`config.mk`:
```
export PLATFORM = sky130hd
export DESIGN_NAME = scoreboard
export DESIGN_NICKNAME = d
export VERILOG_FILES = /design/src/rtl/scoreboard.sv
export SDC_FILE = /design/constraint.sdc
export NUM_CORES = 2
export LEC_CHECK = 0
export BUFFER_PORTS_ARGS = -buffer_cell sky130_fd_sc_hd__buf_2
export CORE_AREA = 2 2 506 508
export DETAILED_ROUTE_END_ITERATION = 8
export DIE_AREA = 0 0 508 510
export SYNTH_ARGS = -nofsm -noshare
export SYNTH_HDL_FRONTEND = slang
export SYNTH_SLANG_ARGS = --single-unit
```
`constraint.sdc`:
```
create_clock -name clk_i -period 8.8 [get_ports clk_i]
set_input_delay 0.88 -clock clk_i [delete_from_list [all_inputs] [get_ports clk_i]]
set_output_delay 0.88 -clock clk_i [all_outputs]
set_load 0.005 [all_outputs]
```
`src/rtl/scoreboard.sv`:
```
`default_nettype none
// +----------------------------------------------------------------------+
// | Module : scoreboard                                                  |
// | Brief  : In-order allocation/commit tracker for in-flight            |
// |          instructions with writeback capture, register clobber       |
// |          tracking and operand forwarding.                            |
// | Rev    : 1.0  initial release                                        |
// +----------------------------------------------------------------------+

package scoreboard_pkg;
  localparam int NR_SB_ENTRIES = 4;
  localparam int NR_WB_PORTS   = 2;
  localparam int TRANS_ID_BITS = $clog2(NR_SB_ENTRIES);

  localparam logic [63:0] LD_ACCESS_FAULT = 64'd5;

  typedef enum logic [2:0] {
    NONE      = 3'd0,
    LSU       = 3'd1,
    ALU       = 3'd2,
    CTRL_FLOW = 3'd3,
    MULT      = 3'd4,
    CSR       = 3'd5
  } fu_t;

  typedef struct packed {
    logic [63:0] cause;
    logic [63:0] tval;
    logic        valid;
  } exception_t;

  typedef struct packed {
    logic [TRANS_ID_BITS-1:0] trans_id;
    fu_t                      fu;
    logic [7:0]               op;
    logic [4:0]               rs1;
    logic [4:0]               rs2;
    logic [4:0]               rd;
    logic [63:0]              result;
    logic                     valid;
    exception_t               ex;
  } scoreboard_entry_t;
endpackage

module scoreboard
  import scoreboard_pkg::TRANS_ID_BITS, scoreboard_pkg::fu_t, scoreboard_pkg::NONE,
         scoreboard_pkg::exception_t, scoreboard_pkg::scoreboard_entry_t;
#(
  parameter int NR_ENTRIES  = scoreboard_pkg::NR_SB_ENTRIES,
  parameter int NR_WB_PORTS = scoreboard_pkg::NR_WB_PORTS
) (
  input  logic                                         clk_i,
  input  logic                                         rst_ni,
  input  logic                                         flush_i,
  output logic                                         full_o,
  output fu_t               [31:0]                     rd_clobber_o,
  input  logic              [4:0]                      rs1_i,
  output logic              [63:0]                     rs1_o,
  output logic                                         rs1_valid_o,
  input  logic              [4:0]                      rs2_i,
  output logic              [63:0]                     rs2_o,
  output logic                                         rs2_valid_o,
  input  scoreboard_entry_t                            decoded_instr_i,
  input  logic                                         decoded_instr_valid_i,
  output logic                                         decoded_instr_ack_o,
  output scoreboard_entry_t                            issue_instr_o,
  output logic                                         issue_instr_valid_o,
  input  logic                                         issue_ack_i,
  output scoreboard_entry_t                            commit_instr_o,
  output logic                                         commit_valid_o,
  input  logic                                         commit_ack_i,
  input  logic [NR_WB_PORTS-1:0][TRANS_ID_BITS-1:0]    trans_id_i,
  input  logic [NR_WB_PORTS-1:0][63:0]                 wdata_i,
  input  exception_t [NR_WB_PORTS-1:0]                 ex_i,
  input  logic [NR_WB_PORTS-1:0]                       wb_valid_i
);

  localparam logic [TRANS_ID_BITS:0] C_FULL_COUNT = (TRANS_ID_BITS+1)'(NR_ENTRIES);

  scoreboard_entry_t          r_mem   [NR_ENTRIES];
  scoreboard_entry_t          w_mem_d [NR_ENTRIES];
  logic [TRANS_ID_BITS-1:0]   r_issue_ptr, w_issue_ptr_d;
  logic [TRANS_ID_BITS-1:0]   r_commit_ptr, w_commit_ptr_d;
  logic [TRANS_ID_BITS:0]     r_count, w_count_d;
  logic [NR_ENTRIES-1:0]      w_alloc;
  logic [TRANS_ID_BITS-1:0]   w_scan_idx;
  logic                       w_issue;
  logic                       w_commit;

  // A slot is allocated when its distance from the commit pointer is below the count
  for (genvar k = 0; k < NR_ENTRIES; k++) begin : g_alloc
    assign w_alloc[k] = ({1'b0, TRANS_ID_BITS'(k) - r_commit_ptr}) < r_count;
  end

  assign full_o              = (r_count == C_FULL_COUNT);
  assign commit_valid_o      = (r_count != '0);
  assign commit_instr_o      = r_mem[r_commit_ptr];
  // A full buffer blocks issue even if a commit frees a slot this cycle
  assign issue_instr_valid_o = decoded_instr_valid_i & ~full_o & ~flush_i;
  assign decoded_instr_ack_o = issue_ack_i & issue_instr_valid_o;
  assign w_issue             = decoded_instr_ack_o;
  assign w_commit            = commit_ack_i & commit_valid_o;

  // Tag the decoded instruction with its slot and clear its completion flag
  always_comb begin
    issue_instr_o          = decoded_instr_i;
    issue_instr_o.trans_id = r_issue_ptr;
    issue_instr_o.valid    = 1'b0;
  end

  // Walk entries oldest to youngest so the youngest writer wins clobber and forwarding
  always_comb begin
    rs1_o       = '0;
    rs1_valid_o = 1'b0;
    rs2_o       = '0;
    rs2_valid_o = 1'b0;
    w_scan_idx  = r_commit_ptr;
    for (int r = 0; r < 32; r++) rd_clobber_o[r] = NONE;
    for (int i = 0; i < NR_ENTRIES; i++) begin
      w_scan_idx = r_commit_ptr + TRANS_ID_BITS'(i);
      if (w_alloc[w_scan_idx]) begin
        rd_clobber_o[r_mem[w_scan_idx].rd] = r_mem[w_scan_idx].fu;
        if (r_mem[w_scan_idx].rd == rs1_i) begin
          rs1_o       = r_mem[w_scan_idx].result;
          rs1_valid_o = r_mem[w_scan_idx].valid;
        end
        if (r_mem[w_scan_idx].rd == rs2_i) begin
          rs2_o       = r_mem[w_scan_idx].result;
          rs2_valid_o = r_mem[w_scan_idx].valid;
        end
      end
    end
    rd_clobber_o[0] = NONE;
    if (rs1_i == '0) rs1_valid_o = 1'b0;
    if (rs2_i == '0) rs2_valid_o = 1'b0;
  end

  // Next state: writeback, then issue, then commit; flush overrides everything
  always_comb begin
    w_mem_d        = r_mem;
    w_issue_ptr_d  = r_issue_ptr;
    w_commit_ptr_d = r_commit_ptr;
    w_count_d      = r_count;
    // Ascending port order lets the highest port win on a shared trans_id
    for (int p = 0; p < NR_WB_PORTS; p++) begin
      if (wb_valid_i[p] && w_alloc[trans_id_i[p]]) begin
        w_mem_d[trans_id_i[p]].result = wdata_i[p];
        w_mem_d[trans_id_i[p]].valid  = 1'b1;
        if (ex_i[p].valid) w_mem_d[trans_id_i[p]].ex = ex_i[p];
      end
    end
    if (w_issue) begin
      w_mem_d[r_issue_ptr] = issue_instr_o;
      w_issue_ptr_d        = r_issue_ptr + 1'b1;
    end
    if (w_commit) begin
      w_mem_d[r_commit_ptr].valid = 1'b0;
      w_commit_ptr_d              = r_commit_ptr + 1'b1;
    end
    if (w_issue && !w_commit)      w_count_d = r_count + 1'b1;
    else if (!w_issue && w_commit) w_count_d = r_count - 1'b1;
    if (flush_i) begin
      w_issue_ptr_d  = '0;
      w_commit_ptr_d = '0;
      w_count_d      = '0;
      for (int k = 0; k < NR_ENTRIES; k++) w_mem_d[k].valid = 1'b0;
    end
  end

  // State register with asynchronous clear
  always_ff @(posedge clk_i or negedge rst_ni) begin
    if (!rst_ni) begin
      r_issue_ptr  <= '0;
      r_commit_ptr <= '0;
      r_count      <= '0;
      for (int k = 0; k < NR_ENTRIES; k++) r_mem[k] <= '0;
    end else begin
      r_issue_ptr  <= w_issue_ptr_d;
      r_commit_ptr <= w_commit_ptr_d;
      r_count      <= w_count_d;
      for (int k = 0; k < NR_ENTRIES; k++) r_mem[k] <= w_mem_d[k];
    end
  end

endmodule
`default_nettype wire

```
==> qor.yml <==
critical_path:
  crit_path_end_kind: "primary output"
  crit_type: "reg -> out"
  path_max_fanout: 52
  cp.required_ns: 7.92
  start_kind: "register"
  cp_common_cell: "buf_4"
  r2r_cells: 12
  rr_startpoint: "r_commit_ptr[1]$_DFFE_PN0P_"
  crit_chain: "inv_1 -> ha_4 -> buf_4 -> mux4_2 -> xor2_1 -> nor4_4 -> nor2b_4 -> buf_4 -> a221oi_1 -> o31ai_1 -> buf_2"
  arrival_ns: 7.46
  worst_r2r_endpoint: "r_mem[250]$_DFF_PN0_"
  slowest_delay_ns: 1.06
  regToRegSetupSlack_ns: 2.85
  crit_path_end: "rs1_o[52]"
  cp_slowest_cell: "dfrtp_4"
  startpoint: "r_commit_ptr[1]$_DFFE_PN0P_"
logic_synthesis:
  synth_area_um2: 68300
  ys_warn_count: 0
  syn_inst: 7764
  yosysTopAreaCell: "dfrtp_1"
  synth_flop_cell: "dfrtp_1"
  seq_area_frac_synth: 0.328
  synth.area.top_cells: "dfrtp_1 (33%), mux4_2 (14%), nand2_1 (6.6%), a21o_1 (5.0%), mux2i_1 (4.9%)"
  synth-edff-count: 0
  ys_types: 68
  async_reset_ff_frac: 1.00
  syn_area_per_cell_um2: 8.80
  ys_ff_latch: 895
  synth_top_area_share: 0.328
sta:
  slew_headroom: 0.0720
  setup_viol: 0
  finalHoldViolCount: 0
  finalMaxSlewViolations: 0
  finalSetupTns_ns: 0
  worst_slew_pin_slew_ns: 1.38
  finClkSkew_ns: 0.0663
  rsz0062_at_grt: "no"
  worst_hold_slack_ns: 0.184
  finalCriticalPeriod_ns: 8.34
  fmax_mhz: 120
  period_share: 0.948
clocking:
  clock-sinks: 895
  cts_tree: "built"
  cts_resized: 0
  cts_buffer_depth: 3
  numCtsBuffers: 111
  postCtsSetupBuffers: 0
  clk_pin_slew_worst_paths_ns: 0.07
  root_buffer: "clkbuf_16"
  clk_latency_ns: 0.78
  cts_hold_buf: 0
  cts_max_level: 3
layout:
  final_nets: 8935
  final_common_cell: "buf_2"
  fin_cells: 11877
  drive_above_1_share: 0.262
  multiInputGateArea_um2: 41200
  fillCellCount: 26357
  final_util: 0.315
  seq_area_um2: 22400
  mostFrequentLayoutCells: "buf_2 (1,294), nand2_1 (1,187), dfrtp_1 (893)"
  syn2layout_area_growth_pct: 16.9
grt:
  grt_max_degree: 174
  grt-ovfl-total: 0
  grt_usage: 0.253
  grt_pass1_wl_um: 490000
  grt_pass1_vias: 67860
  grt_antenna_before_repair: 185
placement:
  dp_hpwl_um: 234000
  port_buffers: 1296
  dp_cells: 11545
  gp_congestion: 0.956
detailed_routing:
  dr_total_vias: 71842
  totalWireLength_um: 348000
  drt_iter0_drc: 9764
  ant_nets: 0
  drcViolationCount: 13
  viasPerCell: 6.05
  firstDrtPassIters: 9
  avgRoutedWirePerCell_um: 29.3
flow_run:
  drv_cap: 0
floorplan:
  die_x_um: 508
  floorplan.rows: 185
  initial_core_util: 0.270
  die-height_um: 510
  pin_count: 1304
  core_um2: 253000
  dieArea_um2: 259000
power:
  power_leakage_uw: 0.0350
  ir_worst_vdd_mv: 0.188
  power_density_nw_per_um2: 343
worst_hold_path:
  hold_class: "in -> async"
status:
  violations: "DRC"
  status: "finished with violations"
## final cells by class
type,instances,area share
antenna,130,0.00407
timing repair buffer,1421,0.0985
clock inverter,50,0.00796
tap,3366,0.0527
inverter,21,0.000987
sequential,895,0.280
multi-input combinational,5842,0.516
clock buffer,152,0.0393
## metal layers
layer  vias up  global-route usage  wire length, µm
li1      29764                   -                -
met1     35720               0.294           123000
met2      5138               0.398           158000
met3      1100              0.0883            43300
met4       120               0.160            23300
met5         -                   0              776
## Yosys cell counts (37+ instances only)
| master | instances |
|---|---|
| nand2_1 | 1194 |
| dfrtp_1 | 895 |
| nor2_1 | 708 |
| clkbuf_1 | 580 |
| a21oi_1 | 554 |
| o21ai_0 | 549 |
| a21o_1 | 459 |
| mux4_2 | 437 |
| nand3_1 | 409 |
| mux2i_1 | 332 |
| a311oi_1 | 273 |
| buf_4 | 237 |
| a211oi_1 | 166 |
| buf_2 | 119 |
| a221oi_1 | 117 |
| mux2_2 | 102 |
| o22ai_1 | 84 |
| o31ai_1 | 74 |
| a31oi_1 | 70 |
| buf_1 | 70 |
| and2_1 | 37 |
| nor3_1 | 37 |
## worst min path at each step
stage                            to  slack (ns)  cells past startpoint
2_1_floorplan              register        0.44                      2
3_3_place_gp               register        0.45                      2
3_5_place_dp               register        0.46                      2
4_1_cts        r_mem[155]$_DFF_PN0_        0.10                      1
5_1_grt        r_mem[155]$_DFF_PN0_        0.18                      1
6_report       r_mem[155]$_DFF_PN0_        0.18                      1
## critical path, delay by kind of cell, from the launching register on
family | cells | cell delay, ns
mux | 1 | 0.74
flops | 1 | 1.06
buf+inv | 4 | 2.08
fa+ha+maj | 1 | 0.60
simple gates | 2 | 0.84
xor+xnor | 1 | 0.30
compound gates | 2 | 0.88
## kinds of logic after synthesis
group / synth area share
mux: 0.209
simple gates: 0.151
other cells: 0.0000549
buf+inv: 0.0721
fa+ha+maj: 0.00249
compound gates: 0.231
flops: 0.328
xor+xnor: 0.00564
## power by group
part	leakage, µW	internal, µW	switching (µW)
sequential	0.0111	6020	1610
clock	0.00184	2770	2120
combinational	0.0221	6510	8370
## stage by stage
stage                     cell area [µm²]  setup WS [ns]  power (µW)
after global routing                79800         0.0157       28700
after global placement              75800           1.10       21500
after detailed placement            75800           1.08       22000
after CTS                           79600          0.164       27000
after floorplan                     68300           4.06       16800
final                               79900          0.461       27400
Power figures use the tool's default switching activity.
